File: config.mk
export PLATFORM = sky130hd
export DESIGN_NAME = regs
export DESIGN_NICKNAME = d
export VERILOG_FILES = /design/src/rtl/regs.sv
export SDC_FILE = /design/constraint.sdc
export NUM_CORES = 2
export LEC_CHECK = 0
export BUFFER_PORTS_ARGS = -buffer_cell sky130_fd_sc_hd__buf_2
export CAP_MARGIN = 20
export CORE_AREA = 2 2 316 318
export DETAILED_ROUTE_END_ITERATION = 12
export DIE_AREA = 0 0 318 320
export HOLD_SLACK_MARGIN = 0.06
export PLACE_DENSITY = 0.78
export SLEW_MARGIN = 20
export SYNTH_ARGS = -nofsm -noshare
export SYNTH_HDL_FRONTEND = slang
export SYNTH_SLANG_ARGS = --single-unit
File: constraint.sdc
create_clock -name clk -period 33.8 [get_ports clk]
set_input_delay 1.69 -clock clk [delete_from_list [all_inputs] [get_ports clk]]
set_output_delay 1.69 -clock clk [all_outputs]
set_load 0.05 [all_outputs]
File: src/rtl/regs.sv
// 2-read/1-write register file with r0 hardwired to zero; reads are combinational (0 cycles),
// writes commit on the rising clk edge; no backpressure, a write is accepted every cycle we is high.
module regs #(
  parameter int DATA_W = 32,
  parameter int ADDR_W = 5
) (
  input  logic              clk,
  input  logic              rst,
  input  logic              we,
  input  logic [ADDR_W-1:0] Rs_addr_A,
  input  logic [ADDR_W-1:0] Rd_addr_B,
  input  logic [ADDR_W-1:0] Wt_addr,
  input  logic [DATA_W-1:0] wt_data,
  output logic [DATA_W-1:0] rdata_A,
  output logic [DATA_W-1:0] rdata_B
);

  localparam int DEPTH = 2 ** ADDR_W;

  logic [DATA_W-1:0] mem [DEPTH];
  logic              wr_en;

  // Writes to address 0 are dropped here so r0 never holds anything but zero.
  assign wr_en = we && (Wt_addr != '0);

  always_ff @(posedge clk or posedge rst) begin
    if (rst) begin
      for (int i = 0; i < DEPTH; i++) begin
        mem[i] <= '0;
      end
    end else if (wr_en) begin
      mem[Wt_addr] <= wt_data;
    end
  end

  // No bypass: a same-cycle write shows up only after its committing edge.
  assign rdata_A = (Rs_addr_A == '0) ? '0 : mem[Rs_addr_A];
  assign rdata_B = (Rd_addr_B == '0) ? '0 : mem[Rd_addr_B];

endmodule

# --- Yosys cells after proc, flatten, opt, wreduce, memory -nomap -nowiden ---
# Index checks and enable logic that the tools add are counted.
totals:
  reg_bits: 1024
  latchBits: 0
  ramBits: 0
  mem_bits_ro: 0
  in_bits: 50
  output_inout_bits: 64
  word_cells: 55
  memories: 0
op_classes:
  n_addsub: 0
  n_mul: 0
  div_mod_pow: 0
  order_cmp: 4
  n_eq_ne: 0
  shifts: 0
  mux: 11
  bitwise_logic: 3
  n_reduce_logical: 5
op_table:
  columns: ["op", "n"]
  rows:
  - ["$bwmux W1024", 1]
  - ["$bmux W32 S5", 2]
  - ["$mux W32", 7]
  - ["$demux W32 S5", 1]
  - ["$ge A6 B6 Y1 const B", 3]
  - ["$not A5 Y6", 3]
  - ["$logic_not A5 Y1", 2]
  - ["$lt A6 B1 Y1 const B", 1]
  - ["$reduce_bool A5 Y1", 1]
  - ["$logic_and A1 B1 Y1", 2]

# --- Depth between registers and ports, before layout ---
logic_depth:
  word_depth: 6
  depth_mapped: 9
  mapped_depth_nobuf: 4

# --- Worst setup path before layout ---
# Ideal clock, no wire load.
synth_path:
  kind: "input to output"
  from: "input port Rs_addr_A[2]"
  to: "output port rdata_A[13]"
  t_arrival_ps: 5059
  required_time_ps: 32110
  path_slack_ps: 27051
  stages: 7
  path_buffers: 3
  path_cell_list: "buf_4 -> buf_4 -> buf_4 -> mux4_2 -> mux2i_1 -> o211a_1 -> a2111oi_0"
synth_between:
  elab_chain_len: 5
  word_cells_on_any_way: 6
  cone_classes: "mux: 4; bitwise: 1; reduce/logical: 1"
synth_lines:
  columns: ["element", "line", "source"]
  rows:
  - ["start, declared", "10", "input logic [ADDR_W-1:0] Rs_addr_A,"]
  - ["$not A5 Y6 (implied by the code)", "37", "assign rdata_A = (Rs_addr_A == '0) ? '0 : mem[Rs_addr_A];"]
  - ["$bmux W32 S5", "37", null]
  - ["$mux W32 (implied by the code) (2 in a row)", "37", null]
  - ["$mux W32 *", "37", null]
  - ["end, declared", "14", "output logic [DATA_W-1:0] rdata_A,"]
# Mark *: on every way between the ends. The rest lies on a longest branch, timed or not. The select of a mux whose other input is x is not followed.

# --- Worst setup path in the final report ---
layout_path:
  from: "input port Rs_addr_A[0]"
  to: "output port rdata_A[4]"
# The elaborated chain is that of the path after synthesis.

==> qor.yml <==
synth:
  yosysWarnings: 0
  seq_area_frac_synth: 0.469
  ys_types: 47
  ys_ff_latch: 1024
  netlist_instances: 3683
  ys.flop_type: "dfrtp_1"
  synth_edf_count: 0
  synth_area_per_cell_um2: 14.8
  async_reset_ff_frac: 1.00
  synth_area_um2: 54700
  synth_nets: 3733
clock_network:
  clockBufferDepth: 3
  path_clk_slew_ns: 0.06
  cts_buffers: 104
  h-tree-depth: 3
  cts_setup_buffers: 0
  cts_hold_buf: 0
  clk_latency_ns: 0.68
  cts_tree: "built"
  cts-root-buf: "clkbuf_16"
  clock_sinks: 1024
  cts_resized: 0
hold_path:
  holdCritPathClass: "reg2reg"
  min_from: "mem[1005]$_DFFE_PP0P_"
setup_path:
  crit_path_start_kind: "input pin"
  r2r-start: "mem[833]$_DFFE_PP0P_"
  critPathCaptureType: "output pin"
  critical_path_class: "in2out"
  cp.required_ns: 32.11
  crit_start: "Rs_addr_A[0]"
  worstPathArrival_ns: 6.24
  critPathMaxFanout: 80
die:
  core_um2: 98000
  dieArea_um2: 102000
  placementRows: 115
  fp.dieW_um: 318
  die_h_um: 320
  initial_utilization: 0.558
  pin_count: 114
power:
  vdd_drop_max_v: 0.0000378
  power_density_nw_per_um2: 61.3
  total_leakage_power_nw: 25.9
sta:
  max-slew-margin-rel: 0.192
  fin_crit_ns: 7.93
  timing.hold.ws_ns: 0.399
  setup_tns_ns: 0
  final-hold-violation-count: 0
  setup_viol: 0
  fin_skew_ns: 0
  fmax_mhz: 126
  finalMaxSlewViolations: 0
  rsz0062_at_grt: "false"
  period_share: 0.235
  worstMarginPinSlew_ns: 1.21
global_route:
  overflow: 0
  grt_first_pass_wirelength_um: 250000
  antenna_found_initial: 23
  grt_max_degree: 176
  grt.total_usage: 0.333
  grt_pass1_vias: 36450
drt:
  wl_per_cell_um: 34.1
  drtPass1Iterations: 5
  drt-vias-per-instance: 7.25
  drt_iter0_drc: 3930
  detail-route-antenna-nets: 0
  num_vias: 35821
  drt_wl_total_um: 169000
  route.detailed.drc: 0
cells_and_area:
  nets: 3618
  reg_top3: "mem x1024"
  fin_util: 0.607
  syn_to_final_growth_pct: 8.70
  largest_reg_flops: 1024
  regMostFlops: "mem"
  drive_gt1_frac: 0.509
outcome:
  status: "complete, no violations"
place:
  gp_congestion: 0.833
  dp_hpwl_um: 93400
  io_buffers: 113
flow_run:
  drv_cap: 0
[per-layer routing]
layer  GRT usage  up-vias  part of all wire  routed length [um]
li1            -    14044                 -                   -
met1       0.445    19069              0.39               65000
met2       0.501     2152              0.45               76200
met3       0.103      534              0.11               19100
met4       0.153       22             0.049                8260
met5           0        -           0.00075                 126
[Yosys cell counts (37+ instances only)]
master / number / share of area
a211oi_1: 37 / 0.0051
a21oi_1: 42 / 0.0038
a22o_1: 43 / 0.0069
a22oi_1: 76 / 0.010
buf_1: 49 / 0.0034
buf_2: 69 / 0.0063
buf_4: 40 / 0.0055
clkbuf_1: 231 / 0.016
dfrtp_1: 1024 / 0.47
mux2_2: 1036 / 0.21
mux2i_1: 269 / 0.049
mux4_2: 396 / 0.16
nand2_1: 39 / 0.0027
nor2b_1: 40 / 0.0046
o22ai_1: 41 / 0.0047
[layout by cell type (no fill, tap or decap), types with 37 or more instances in the layout]
master and count:
buf_4 86, dfrtp_1 1024, o22ai_1 41, a211oi_1 37, mux2i_1 269, mux2_2 1036
a22oi_1 76, clkbuf_16 107, mux4_2 396, buf_2 106, a22o_1 43, a21oi_1 42
[path summary, 6_finish.rpt]
path                                               to  slack (ns)  cells past startpoint
worst max-delay path                       rdata_A[4]       25.87                      8
worst min-delay path            mem[1005]$_DFFE_PP0P_        0.40                      0
worst max register to register   mem[833]$_DFFE_PP0P_       32.96                      1
worst min register to register  mem[1005]$_DFFE_PP0P_        0.40                      0
max in group asynchronous         mem[46]$_DFFE_PP0P_       28.76                      6
min in group asynchronous        mem[342]$_DFFE_PP0P_        1.15                      2
[cell families after synthesis]
family / after synthesis / share of synthesized area
compound gates: 325 / 0.0445
buf+inv: 428 / 0.0398
flops: 1024 / 0.469
mux: 1704 / 0.427
simple gates: 202 / 0.0201
[layout make-up]
cell class,count,area [um^2]
multi-input cells,2231,27100
clock inverters,38,592
diodes,7,17.5
repair buffers,204,1380
fillers,7127,38500
inverters,3,18.8
clock buffers,149,3090
well taps,1287,1610
flip-flops and latches,1024,25600
[per-stage QoR]
stage	instances	setup slack [ns]	instance area (um^2)	total power (W)
CTS	4934	25.92	59400	0.00364
finish	4943	25.87	59500	0.00364
global route	4939	25.65	59400	0.00377
global placement	4747	25.92	55700	0.00237
detailed placement	4747	25.94	55700	0.00240
floorplan	3683	3.29	54700	0.00221
[where the power goes]
part	leakage, nW	internal [W]	switching (W)
clock network	1.82	0.000746	0.000499
logic	11.0	0.000422	0.000336
registers	13.1	0.00146	0.000180
[worst max-delay path: stages]
cell       delay, ns
buf_8           0.64
buf_4           0.84
buf_4           0.79
mux4_2          0.60
a22o_1          0.28
a2111oi_0       0.77
nor3_1          0.21
buf_2           0.28
Power figures use the tool's default switching activity.
